[src/rtl/dmem_arbiter.sv]
`default_nettype none
// ============================================================================
// Module   : dmem_arbiter
// Brief    : Two-port arbiter for the single data-memory port, one
//            transaction at a time, with registered per-port responses.
// Revision : 1.0 - initial release
// ============================================================================
module dmem_arbiter #(
    parameter int FIXED_PRIO = 1,
    parameter int TIMEOUT    = 64,
    parameter int AW         = 32,
    parameter int DW         = 32
) (
    input  logic          clk,
    input  logic          rst,
    input  logic          p0_req,
    input  logic          p0_we,
    input  logic [AW-1:0] p0_addr,
    input  logic [DW-1:0] p0_wdata,
    output logic          p0_gnt,
    output logic          p0_rvalid,
    output logic [DW-1:0] p0_rdata,
    output logic          p0_err,
    input  logic          p1_req,
    input  logic          p1_we,
    input  logic [AW-1:0] p1_addr,
    input  logic [DW-1:0] p1_wdata,
    output logic          p1_gnt,
    output logic          p1_rvalid,
    output logic [DW-1:0] p1_rdata,
    output logic          p1_err,
    output logic          mem_en,
    output logic          mem_we,
    output logic [AW-1:0] mem_addr,
    output logic [DW-1:0] mem_wdata,
    input  logic [DW-1:0] mem_rdata,
    input  logic [1:0]    mem_status,
    output logic          busy
);

    localparam int              c_CW       = (TIMEOUT > 0) ? $clog2(TIMEOUT + 1) : 1;
    localparam logic [c_CW-1:0] c_TMO_LAST = c_CW'((TIMEOUT > 0) ? (TIMEOUT - 1) : 0);
    localparam logic [1:0]      c_ST_DONE  = 2'b10;
    localparam logic [1:0]      c_ST_ERR   = 2'b11;

    typedef enum logic [0:0] {
        S_IDLE   = 1'b0,
        S_ACCESS = 1'b1
    } state_t;

    state_t          r_state;
    state_t          w_state_nxt;
    logic            r_owner;
    logic            r_last_owner;
    logic [c_CW-1:0] r_cnt;
    logic            r_mem_we;
    logic [AW-1:0]   r_mem_addr;
    logic [DW-1:0]   r_mem_wdata;
    logic            r_p0_rvalid, r_p1_rvalid;
    logic            r_p0_err, r_p1_err;
    logic [DW-1:0]   r_p0_rdata, r_p1_rdata;
    logic            w_pick1;
    logic            w_start;
    logic            w_done;
    logic            w_fail;

    always_ff @(posedge clk or posedge rst) begin
        if (rst) begin
            r_state <= S_IDLE;
        end else begin
            r_state <= w_state_nxt;
        end
    end

    // Grants are gated by rst so nothing is offered while reset is held.
    always_comb begin
        w_state_nxt = r_state;
        p0_gnt      = 1'b0;
        p1_gnt      = 1'b0;
        w_start     = 1'b0;
        w_done      = 1'b0;
        w_fail      = 1'b0;
        w_pick1     = p1_req && (!p0_req || ((FIXED_PRIO == 0) && !r_last_owner));
        case (r_state)
            S_IDLE: begin
                if (!rst && (p0_req || p1_req)) begin
                    w_start     = 1'b1;
                    p0_gnt      = !w_pick1;
                    p1_gnt      = w_pick1;
                    w_state_nxt = S_ACCESS;
                end
            end
            S_ACCESS: begin
                w_done = (mem_status == c_ST_DONE);
                w_fail = (mem_status == c_ST_ERR) ||
                         ((TIMEOUT != 0) && (r_cnt == c_TMO_LAST) && !w_done);
                if (w_done || w_fail) begin
                    w_state_nxt = S_IDLE;
                end
            end
            default: w_state_nxt = S_IDLE;
        endcase
    end

    always_ff @(posedge clk or posedge rst) begin
        if (rst) begin
            r_owner      <= 1'b0;
            r_last_owner <= 1'b1;
            r_cnt        <= '0;
            r_mem_we     <= 1'b0;
            r_mem_addr   <= '0;
            r_mem_wdata  <= '0;
            r_p0_rvalid  <= 1'b0;
            r_p1_rvalid  <= 1'b0;
            r_p0_err     <= 1'b0;
            r_p1_err     <= 1'b0;
            r_p0_rdata   <= '0;
            r_p1_rdata   <= '0;
        end else begin
            r_p0_rvalid <= 1'b0;
            r_p1_rvalid <= 1'b0;
            r_p0_err    <= 1'b0;
            r_p1_err    <= 1'b0;
            if (w_start) begin
                r_mem_we     <= w_pick1 ? p1_we    : p0_we;
                r_mem_addr   <= w_pick1 ? p1_addr  : p0_addr;
                r_mem_wdata  <= w_pick1 ? p1_wdata : p0_wdata;
                r_owner      <= w_pick1;
                r_last_owner <= w_pick1;
                r_cnt        <= '0;
            end else if ((r_state == S_ACCESS) && (r_cnt != '1)) begin
                r_cnt <= r_cnt + c_CW'(1);
            end
            // Read data is only returned for successful reads; rdata holds afterwards.
            if (w_done || w_fail) begin
                if (r_owner) begin
                    r_p1_rvalid <= 1'b1;
                    r_p1_err    <= w_fail;
                    r_p1_rdata  <= (w_done && !r_mem_we) ? mem_rdata : '0;
                end else begin
                    r_p0_rvalid <= 1'b1;
                    r_p0_err    <= w_fail;
                    r_p0_rdata  <= (w_done && !r_mem_we) ? mem_rdata : '0;
                end
            end
        end
    end

    assign mem_en    = (r_state == S_ACCESS);
    assign busy      = (r_state == S_ACCESS);
    assign mem_we    = r_mem_we;
    assign mem_addr  = r_mem_addr;
    assign mem_wdata = r_mem_wdata;
    assign p0_rvalid = r_p0_rvalid;
    assign p1_rvalid = r_p1_rvalid;
    assign p0_err    = r_p0_err;
    assign p1_err    = r_p1_err;
    assign p0_rdata  = r_p0_rdata;
    assign p1_rdata  = r_p1_rdata;

endmodule
`default_nettype wire

[config.mk]
export PLATFORM = sky130hd
export DESIGN_NAME = dmem_arbiter
export DESIGN_NICKNAME = d
export VERILOG_FILES = /design/src/rtl/dmem_arbiter.sv
export SDC_FILE = /design/constraint.sdc
export NUM_CORES = 1
export LEC_CHECK = 0
export CELL_PAD_IN_SITES_DETAIL_PLACEMENT = 1
export CELL_PAD_IN_SITES_GLOBAL_PLACEMENT = 1
export CORE_AREA = 2 2 153 155
export DETAILED_ROUTE_END_ITERATION = 12
export DIE_AREA = 0 0 155 157
export PLACE_DENSITY_LB_ADDON = 0.1
export SLEW_MARGIN = 0
export SYNTH_ARGS = -nofsm -noshare
export SYNTH_HDL_FRONTEND = slang
export SYNTH_SLANG_ARGS = --single-unit
[constraint.sdc]
create_clock -name clk -period 4.9 [get_ports clk]
set_clock_uncertainty 0.2 [all_clocks]
set_input_delay 0.735 -clock clk [delete_from_list [all_inputs] [get_ports clk]]
set_output_delay 0.735 -clock clk [all_outputs]
set_load 0.005 [all_outputs]
==> metrics.md <==
| Metric | Value |
|---|---|
| Post-synth top cells | `142 x dfrtp_1, 97 x and2_1, 65 x a221o_1` |
| CP max FO | `4` |
| Drt via density | `4.68` |
| Overflow after GRT | `0` |
| Routed length per instance | `19.9 µm` |
| CP required | `3.96 ns` |
| Clock latency at the later pin of the worst-skew pair | `0.41 ns` |
| Die height | `157 µm` |
| Post-CTS Resized | `0` |
| Initial antenna violation count | `0` |
| Reg area | `3550 µm²` |
| Post-synth cell types | `39` |
| I/O pin total | `305` |
| Die W | `155 µm` |
| First-pass GRT wire length | `32.3 mm` |
| Layout cell share with drive strength beyond 1 | `0.149` |
| CTS Root Cell | `clkbuf_16` |
| Multi-input gate area | `2480 µm²` |
| Diode count | `0` |
| Max_cap viols | `0` |
| Initial DRC Count | `186` |
| Hold Path Class | `reg2reg` |
| Mapped Cells | `452` |
| Final Cycle Share | `0.673` |
| Design Area, Final | `10,100 µm²` |
| Final layout net count | `916` |
| DP Wirelength | `14.8 mm` |
| Clock Tree Buf Depth | `2` |
| Final worst path period need | `3.30 ns` |
| Post-CTS Setup Repair Bufs | `0` |
| Share of the synthesized area in the top cell type | `0.565` |
| Dominant synthesized flop cell | `dfrtp_1` |
| Setup TNS | `0 ns` |
| Post-Syn Area per Cell | `13.9 µm²` |
| Max Slew Vio Count | `0` |
| Router iterations before antenna repair | `4` |
| Total CTS buffers | `17` |
| Headroom to the max-slew limit | `0.215` |
| Routed wire length | `20.8 mm` |
| Share of synthesized area occupied by flip-flops and latches | `0.565` |
| CTS Hold Buffers Added | `0` |
| GRT Total Usage | `0.173` |
| CP Class | `in2out` |
| Flops & latches, synth | `142` |
| RSZ-0062 raised after global routing | `false` |
| Worst Tran Pin Value | `1.17 ns` |
| Net Count, Synth | `621` |
| Pleak | `4.39 nW` |
| Async SR Flop Fraction | `1.00` |
| H-tree depth | `4` |
| Post-route worst setup slack | `1.60 ns` |
| CP Launch Type | `primary input` |
| Top-count cell post-synth | `dfrtp_1` |
| WP data arrival | `2.36 ns` |
| Critical path endpoint category | `primary output` |
| Util after Layout | `0.448` |
| Cell Area, Placed | `9500 µm²` |
| EDFF count, synth | `0` |
| DIE AREA | `24,300 µm²` |
| FP Rows | `55` |
| Top cells by area, synth | `dfrtp_1 56%, a221o_1 10%, and2_1 9.6%, mux2_4 6.9%, mux2_2 6.3%` |
| Core area | `22,500 µm²` |
| Input/output buffers | `304` |
| Routability cong. | `0.778` |
| Via count | `4,895` |
| # fillers | `2,348` |
| Layout Area Growth over Synthesis | `60.1%` |
| Pre-CTS WS | `1.57 ns` |
| Total power per unit cell area | `362 nW/µm²` |
| Reg clk slew, reported paths | `0.06 ns` |
| Mapped Area | `6290 µm²` |
| Post-synthesis cell type with the largest combined area | `dfrtp_1` |
| Residual DRC | `0` |
| ANT nets after route | `0` |
| Initial Util | `0.280` |
| Status | `finished, final reports clean` |
| Clk sink count | `142` |
| Final setup viols | `0` |
| Largest net degree at the start of global routing | `102` |
| CTS tree | `built` |
| Warnings, synthesis | `0` |
| Vias in the first global route | `5,696` |
| Max IR drop VDD | `155 µV` |
| Hold Vio Cnt, Final | `0` |
| Max Clk Rate | `0.303 GHz` |
worst paths after layout:
path,cells past startpoint,from,to,slack [ns]
max,5,rst,p0_gnt,1.60
min,1,p0_rdata[3],p0_rdata[3],0.31
max reg2reg,3,busy,p0_rdata[8],2.24
min reg2reg,1,p0_rdata[3],p0_rdata[3],0.31
max in group asynchronous,3,rst,r_owner,2.77
min in group asynchronous,2,rst,mem_addr[22],0.82
worst max-delay path, cell delays in order:
cell,delay [ns]
clkdlybuf4s50_1,0.55
nor2_1,0.27
nand2_1,0.14
inv_2,0.09
clkdlybuf4s50_1,0.58
sequential cells by signal, summed over array words and instances, names as in the netlist:
| register | flops |
|---|---|
| r_owner | 1 |
| r_cnt | 7 |
| p0_err | 1 |
| p0_rvalid | 1 |
| busy | 1 |
| p0_rdata | 32 |
| p1_rdata | 32 |
| mem_wdata | 32 |
| mem_addr | 32 |
| p1_err | 1 |
| mem_we | 1 |
| p1_rvalid | 1 |
power by group:
part / leakage [nW] / switching (mW) / internal, mW / total [mW]
Clock: 0.272 / 0.555 / 0.717 / 1.27
Combinational: 2.25 / 0.296 / 0.587 / 0.884
Sequential: 1.87 / 0.136 / 1.36 / 1.49
per-stage QoR:
step / hold WS, ns / power, mW / std cells
final: 0.307 / 3.65 / 1045
after global routing: 0.325 / 3.83 / 1045
after CTS: 0.311 / 3.71 / 1045
after detailed placement: 0.293 / 2.41 / 1013
after global placement: 0.285 / 2.39 / 1013
after floorplan: 0.260 / 1.82 / 452
area by class of cell:
type,instances,share of cell area
timing repair buffer,310,0.307
multi-input combinational,272,0.246
sequential,142,0.353
clock inverter,15,0.0152
clock buffer,17,0.0422
tap,285,0.0354
inverter,4,0.00199
cells by family after synthesis:
| kind of cell | count (synthesis) | synth area share |
|---|---|---|
| compound gates | 82 | 0.126 |
| simple gates | 122 | 0.128 |
| mux | 67 | 0.137 |
| buf+inv | 38 | 0.0433 |
| flops | 142 | 0.565 |
| fa+ha+maj | 1 | 0.00199 |
cells in the final DEF (no fill, tap or decap), types with 2 or more instances in the layout:
cell / Yosys / final
clkdlybuf4s50_1: 0 / 304
clkinv_4: 0 / 2
a21o_1: 2 / 2
nand2_1: 4 / 4
nor2b_1: 2 / 2
inv_1: 3 / 2
o21ai_4: 2 / 3
mux2_4: 29 / 29
inv_8: 0 / 2
o211a_1: 2 / 2
nor2_1: 2 / 2
o2111ai_1: 2 / 2
and2_1: 97 / 97
mux2_2: 35 / 35
and4_1: 2 / 2
dfrtp_1: 142 / 142
buf_4: 2 / 6
inv_6: 0 / 7
a221o_1: 65 / 65
clkbuf_16: 0 / 17
nand3_1: 4 / 4
mux2i_1: 3 / 3
clkinvlp_4: 0 / 4
o21ai_0: 5 / 5
layer usage:
metal | up-vias | share of wire | global-route usage
met4 | 0 | 0.015 | 0.0569
li1 | 2248 | - | -
met5 | - | 0 | 0
met3 | 16 | 0.097 | 0.0746
met2 | 208 | 0.48 | 0.289
met1 | 2423 | 0.41 | 0.200
Power figures use the tool's default switching activity.
